[config.mk]
export PLATFORM = sky130hd
export DESIGN_NAME = mem_arbiter
export DESIGN_NICKNAME = d
export VERILOG_FILES = /design/src/rtl/mem_arb_pkg.sv /design/src/rtl/mem_rr_pick.sv /design/src/rtl/mem_arbiter.sv
export SDC_FILE = /design/constraint.sdc
export NUM_CORES = 1
export LEC_CHECK = 0
export ABC_AREA = 1
export CAP_MARGIN = 20
export CORE_MARGIN = 1
export CORE_UTILIZATION = 35
export DETAILED_ROUTE_END_ITERATION = 16
export PLACE_DENSITY = 0.88
export SYNTH_ARGS = -nofsm -noshare
export SYNTH_HDL_FRONTEND = slang
export SYNTH_SLANG_ARGS = --single-unit
[constraint.sdc]
create_clock -name clk -period 3.4 [get_ports clk]
set_input_delay 0.85 -clock clk [delete_from_list [all_inputs] [get_ports clk]]
set_output_delay 0.85 -clock clk [all_outputs]
set_load 0.005 [all_outputs]
[src/rtl/mem_arb_pkg.sv]
// Shared definitions for the memory-port arbiter.
//   arb_state_t  : arbiter FSM encoding (IDLE, GRANT, DRAIN)
//   DEF_*        : default widths and limits for mem_arbiter
//   clog2()      : elaboration-time ceil(log2(v)), returns 0 for v <= 1
package mem_arb_pkg;

    typedef enum logic [1:0] {
        IDLE  = 2'd0,
        GRANT = 2'd1,
        DRAIN = 2'd2
    } arb_state_t;

    localparam int unsigned DEF_N        = 2;
    localparam int unsigned DEF_ADDR_W   = 32;
    localparam int unsigned DEF_DATA_W   = 8;
    localparam int unsigned DEF_HOLD_MAX = 1024;

    function automatic int unsigned clog2(input int unsigned v);
        int unsigned r;
        r = 0;
        while ((64'd1 << r) < 64'(v)) begin
            r = r + 1;
        end
        return r;
    endfunction

endpackage

[src/rtl/mem_rr_pick.sv]
// Combinational N-way round-robin picker.
//   req  : request vector
//   last : index of the most recently granted requester
//   pick : one-hot winner, the first requester found scanning from last+1 modulo N
//   any  : at least one request is present
module mem_rr_pick
    import mem_arb_pkg::*;
#(
    parameter int unsigned N  = DEF_N,
    parameter int unsigned LW = (clog2(N) > 0) ? clog2(N) : 1
) (
    input  logic [N-1:0]  req,
    input  logic [LW-1:0] last,
    output logic [N-1:0]  pick,
    output logic          any
);

    always_comb begin
        pick = '0;
        any  = |req;
        // Scan from the far end so the requester closest after 'last' overwrites the others.
        for (int k = int'(N); k >= 1; k--) begin
            automatic int idx = (int'(last) + k) % int'(N);
            if (req[idx]) begin
                pick = '0;
                pick[idx] = 1'b1;
            end
        end
    end

endmodule

[src/rtl/mem_arbiter.sv]
// Round-robin arbiter sharing one byte-wide memory port between N masters.
// A grant is held for as long as the master keeps its request, so multi-access
// sequences are atomic. After release the arbiter waits in DRAIN until the memory
// drops its ready, so the next master never sees a stale completion.
//   clk, rst_n            : clock, asynchronous active-low reset
//   m_req/m_gnt/m_ready   : per-master request, one-hot grant, gated memory_ready
//   m_addr/m_wdata        : flattened per-master address and write data
//   m_rd_en/m_wr_en       : per-master strobes (ignored unless granted)
//   m_rdata               : memory read data broadcast to all masters
//   mem_*                 : single memory port
//   busy                  : arbiter not idle
//   hold_ovf              : sticky flag, a grant ran to HOLD_MAX while another master waited
module mem_arbiter
    import mem_arb_pkg::*;
#(
    parameter int unsigned N        = DEF_N,
    parameter int unsigned ADDR_W   = DEF_ADDR_W,
    parameter int unsigned DATA_W   = DEF_DATA_W,
    parameter int unsigned HOLD_MAX = DEF_HOLD_MAX
) (
    input  logic                  clk,
    input  logic                  rst_n,
    input  logic [N-1:0]          m_req,
    output logic [N-1:0]          m_gnt,
    input  logic [N*ADDR_W-1:0]   m_addr,
    input  logic [N*DATA_W-1:0]   m_wdata,
    input  logic [N-1:0]          m_rd_en,
    input  logic [N-1:0]          m_wr_en,
    output logic [N-1:0]          m_ready,
    output logic [DATA_W-1:0]     m_rdata,
    output logic [ADDR_W-1:0]     mem_addr,
    output logic [DATA_W-1:0]     mem_wdata,
    output logic                  mem_rd_en,
    output logic                  mem_wr_en,
    input  logic                  mem_ready,
    input  logic [DATA_W-1:0]     mem_rdata,
    output logic                  busy,
    output logic                  hold_ovf
);

    localparam int unsigned LW = (clog2(N) > 0) ? clog2(N) : 1;
    localparam int unsigned HW = (clog2(HOLD_MAX + 1) > 0) ? clog2(HOLD_MAX + 1) : 1;
    localparam logic [HW-1:0] HoldMax = HW'(HOLD_MAX);

    arb_state_t    r_state;
    logic [N-1:0]  r_gnt;
    logic [LW-1:0] r_last;
    logic [HW-1:0] r_hold;
    logic          r_ovf;

    logic [N-1:0]  w_pick;
    logic          w_any;
    logic [LW-1:0] w_pick_idx;
    logic          w_live;
    logic          w_others;

    mem_rr_pick #(
        .N  (N),
        .LW (LW)
    ) u_pick (
        .req  (m_req),
        .last (r_last),
        .pick (w_pick),
        .any  (w_any)
    );

    always_comb begin
        w_pick_idx = '0;
        for (int i = 0; i < int'(N); i++) begin
            if (w_pick[i]) w_pick_idx = LW'(i);
        end
    end

    assign w_live   = |(m_req & r_gnt);
    assign w_others = |(m_req & ~r_gnt);

    always_ff @(posedge clk or negedge rst_n) begin
        if (!rst_n) begin
            r_state <= IDLE;
            r_gnt   <= '0;
            r_last  <= LW'(N - 1);
            r_hold  <= '0;
            r_ovf   <= 1'b0;
        end else begin
            case (r_state)
                IDLE: begin
                    if (w_any) begin
                        r_gnt   <= w_pick;
                        r_last  <= w_pick_idx;
                        r_hold  <= '0;
                        r_state <= GRANT;
                    end
                end
                GRANT: begin
                    // Diagnostic only: the holder is never preempted.
                    if (r_hold == HoldMax && w_others) r_ovf <= 1'b1;
                    if (!w_live) begin
                        r_gnt   <= '0;
                        r_state <= DRAIN;
                    end else if (r_hold != HoldMax) begin
                        r_hold <= r_hold + 1'b1;
                    end
                end
                DRAIN: begin
                    if (!mem_ready) r_state <= IDLE;
                end
                default: r_state <= IDLE;
            endcase
        end
    end

    // r_gnt is non-zero only in GRANT, so the port is all-zero in IDLE and DRAIN
    // and drops immediately when reset clears the grant.
    always_comb begin
        mem_addr  = '0;
        mem_wdata = '0;
        mem_rd_en = 1'b0;
        mem_wr_en = 1'b0;
        for (int i = 0; i < int'(N); i++) begin
            if (r_gnt[i] && m_req[i]) begin
                mem_addr  = m_addr[i*ADDR_W +: ADDR_W];
                mem_wdata = m_wdata[i*DATA_W +: DATA_W];
                mem_rd_en = m_rd_en[i];
                mem_wr_en = m_wr_en[i];
            end
        end
    end

    assign m_gnt    = r_gnt;
    assign m_ready  = r_gnt & {N{mem_ready}};
    assign m_rdata  = mem_rdata;
    assign busy     = (r_state != IDLE);
    assign hold_ovf = r_ovf;

endmodule

# Word-level counts from Yosys, hierarchy flattened
# Index checks and enable logic that the tools add are counted.
# W data, S select, Z words.
[classes]
addsub = 3
n_lt_le_gt_ge = 4
eq_ne = 9
muxes = 32
n_bitwise = 6
reduce_logical = 16
[ops]
columns = ["operator", "count"]
rows = [
  ["$mux W32", 2],
  ["$mux W11", 3],
  ["$pmux W11 S2", 1],
  ["$mux W8", 2],
  ["$mux W2", 7],
  ["$mux W1", 13],
  ["$add A11 B1 Y11 const B", 1],
  ["$eq A11 B11 Y1 const B", 1],
  ["$ne A11 B11 Y1 const B", 1],
  ["$ne A2 B2 Y1 const B", 4],
  ["$and A2 B2 Y2", 3],
  ["$lt A2 B3 Y1 const B", 2],
  ["$pmux W2 S3", 1],
  ["$reduce_and A3 Y1", 2],
  ["$reduce_or A2 Y1", 3],
  ["$logic_and A1 B1 Y1", 5],
  ["$ge A2 B1 Y1 const B", 2],
  ["$pmux W2 S2", 1],
  ["$reduce_and A2 Y1", 2],
  ["$reduce_and A4 Y1", 1],
  ["$reduce_bool A2 Y1", 2],
  ["$add A1 B1 Y1 const B", 2],
  ["$and A1 B1 Y1 const A", 2],
  ["$demux W1 S1", 2],
  ["5 further kinds", 5],
]
[word_totals]
ff_bits = 17
in_bits = 97
elab_cells = 75

# Depth between registers and ports, before layout
[depth]
ltp_word = 10
ltp_mapped = 9
ltp_nobuf = 8

# Hierarchy
# Synthesis repeated with hierarchy kept, for this count alone.
[hier_totals]
cells_unflattened = 306
area_unflattened_um2 = 1789.2
[modules_own_cells]
columns = ["module", "n_inst", "cells_per_inst", "area_each_um2"]
rows = [
  ["mem_arbiter", 1, 300, 1762.9],
  ["mem_rr_pick", 1, 6, 26.3],
]

# Least setup slack after synthesis
# Ideal clock, no wire load.
[synth_path]
kind = "in2out"
startpoint = "in m_req[1]"
endpoint = "out mem_addr[0]"
arrival_ps = 1611
setup_slack_ps = 939
cell_stages = 5
path_buffers = 2
path_cell_list = "buf_4 -> nand2_1 -> nand3_1 -> clkbuf_1 -> o21ai_0"
[synth_between]
elab_chain_cells = 2
[synth_rtl]
columns = ["item", "line_no", "rtl"]
rows = [
  ["from (decl)", "mem_arbiter.sv:23", "input logic [N-1:0] m_req,"],
  ["$logic_and A1 B1 Y1", "mem_arbiter.sv:120", "if (r_gnt[i] && m_req[i]) begin"],
  ["$mux W32", "mem_arbiter.sv:120", ""],
  ["to (decl)", "mem_arbiter.sv:31", "output logic [ADDR_W-1:0] mem_addr,"],
]
# No other way between the ends.

# Final worst setup path
[layout_path]
startpoint = "in m_req[1]"
endpoint = "out mem_wdata[4]"
[layout_between]
elab_chain_cells = 2
[layout_rtl]
columns = ["item", "line_no", "rtl"]
rows = [
  ["$logic_and A1 B1 Y1", "mem_arbiter.sv:120", ""],
  ["$mux W8", "mem_arbiter.sv:120", ""],
  ["to (decl)", "mem_arbiter.sv:32", "output logic [DATA_W-1:0] mem_wdata,"],
]
# No other way between the ends.

==> reports/metrics.csv <==
metric;value;unit
setup_violations;0;
layout_commonest_cell;clkdlybuf4s50_1;
vias_per_cell;4.86;
wl_per_cell;13.2;um
cp_num_buf_inv;3;
io_pins;153;
ys_warn_count;0;
cp_num_cells;6;
vdd_drop_max;272;uV
path_max_fanout;42;
maxSlewViolCount;0;
areaGrowthSynthToFinish;78.9;%
final_util;66.2;%
r2r_start;r_state[1];
finalPower;1.29;mW
startpoint_type;primary input;
grt_pass1_wl;9540;um
hpwl;4970;um
register_area;427;um2
final_cell_mix;clkdlybuf4s50_1 (135), nand3_1 (58), inv_1 (55), nand2_1 (42), o21ai_0 (38);
syn_nets;389;
synth_edf_count;0;
cap_violations;0;
wl_met2;3180;um
grtUsageTotal;22.8;%
async_flop_share;100;%
tightest_slew;0.768;ns
grt_max_degree;47;
wl_met1;2620;um
antenna_cells;0;
post-route-min-period;3.31;ns
place_area;3120;um2
cts-buffers-inserted;3;
fin_skew;0.00150;ns
cts_root_buf;clkbuf_8;
hold_depth;1;
rsz0062_at_grt;yes;
hp-start;r_state[0];
synthFlopType;dfrtp_1;
slew_headroom;48.7;%
yosysSeqAreaShare;24.1;%
grt_pass1_vias;2108;
run_status;completed;
critPathTopFamily;buffers and inverters;
grt_antenna_before_repair;0;
routabilityCongestion;0.852;
worstSetupEndpointType;primary output;
synth_top_area_share;22.6;%
clockBufferDepth;2;
syn_area_per_cell;6.10;um2
synth-seq-cells;17;
r2r_slack;1.68;ns
path_class;primary input to primary output;
drt-total-wl;6300;um
synth.cell_area;1770;um2
detail-route-antenna-nets;0;
postCtsSetupRepairBufs;0;
cp_slowest_cell;clkdlybuf4s50_1;
arrival;2.46;ns
cp_slowest_stage_delay;0.54;ns
nFillCells;407;
required;2.55;ns
clk_pin_slew;0.07;ns
rows;25;
drt-initial-drc-count;204;
core;4790;um2
grt_overflow;0;
met3_length;277;um
hold_path_class;flip-flop to flip-flop;
drc;0;
cts.sinks;17;
io_buffers;136;
cts_tree;done;
rr_endpoint;r_hold[1];
highest_layer;met4;
multi_input_area;982;um2
die_h;73.1;um
synth_top_cell_by_area;dfrtp_1;
fin_nets;510;
cts_resized;0;
die_w;73.1;um
design_area;3170;um2
worst_hold_path.endpoint;r_state[0];
hold_violations;0;
syn_inst;290;
firstDrtPassIters;5;
leakagePower;1.40;nW
drive_gt1_share;7.32;%
path_cells;clkdlybuf4s50_1 -> nand2_1 -> nand3_1 -> buf_12 -> o21ai_0 -> clkdlybuf4s50_1;
crit_top_cell;clkdlybuf4s50_1;
powerDensity;407;nW/um2
vias;2316;
initial_core_util;37.0;%
reg2reg_depth;5;
cts_hold_buf;0;
post-route-period-util;97.3;%
die_area;5350;um2
fmax;302;MHz
clkLatencyLatePin;0.26;ns
synth.distinct_cells;29;
h-tree-depth;1;
synth_area_leaders;dfrtp_1 (23%), nand3_1 (16%), o21ai_0 (12%), inv_1 (12%), nand2_1 (8.9%);
-- metal layers --
metal  global-route usage, %  vias to the layer above
met5                       0                        -
met2                    37.7                      114
li1                        -                     1170
met3                    1.93                       17
met1                    29.4                     1015
met4                    12.2                        0
-- worst max path at each step --
stage	from	to	slack (ns)
after floorplan	m_req[1]	mem_addr[0]	0.94
after global placement	m_req[1]	mem_wdata[3]	0.01
after detailed placement	m_req[1]	mem_wdata[3]	0.04
after CTS	m_req[1]	mem_wdata[3]	0.04
after global routing	m_req[1]	mem_addr[7]	-0.01
final	m_req[1]	mem_wdata[4]	0.09
-- layout make-up --
cell class / instances / area share [%]
clock inverters: 1 / 0.158
flip-flops and latches: 17 / 13.5
repair buffers: 141 / 44.6
inverters: 57 / 6.76
clock buffers: 3 / 1.30
multi-input cells: 191 / 31.0
well taps: 67 / 2.65
-- power breakdown --
group	total [mW]	internal, mW	switching, mW
Combinational	0.847	0.430	0.417
Sequential	0.284	0.243	0.0403
Clock	0.157	0.0816	0.0757
-- sequential cells by signal, indices dropped and copies added (netlist names) --
register and cells:
hold_ovf 1, m_gnt 2, r_hold 11, r_last 1, r_state 2
-- through the flow --
step	setup WS, ns	TNS, ns	hold slack [ns]	cells
final	0.0917	0	0.487	477
after global routing	-0.00950	-0.0169	0.498	477
after CTS	0.0354	0	0.489	477
after detailed placement	0.0364	0	0.475	473
after global placement	0.0111	0	0.450	473
after floorplan	0.939	0	0.454	290
-- cells by family (layout without fill, tap and decap cells) --
group	count (synthesis)	count (layout)	share of synthesized area (%)
AOI/OAI and AO/OA	63	63	21.1
adders and majority gates	2	2	1.41
buffers and inverters	82	202	20.4
DFF	17	17	24.1
and+or+nand+nor	126	126	33.0
-- cells in the mapped netlist (2+ instances only) --
library cell   n
a21oi_1        3
dfrtp_1       16
o21ai_0       44
o21ai_1        2
nor2_1        14
inv_1         55
nand3_1       58
nand2_1       42
clkbuf_1      12
buf_6          2
nand4_1        2
o21ai_2        9
inv_2          2
ha_1           2
or2_2          4
buf_4         10
(Power assumes the default switching activity.)
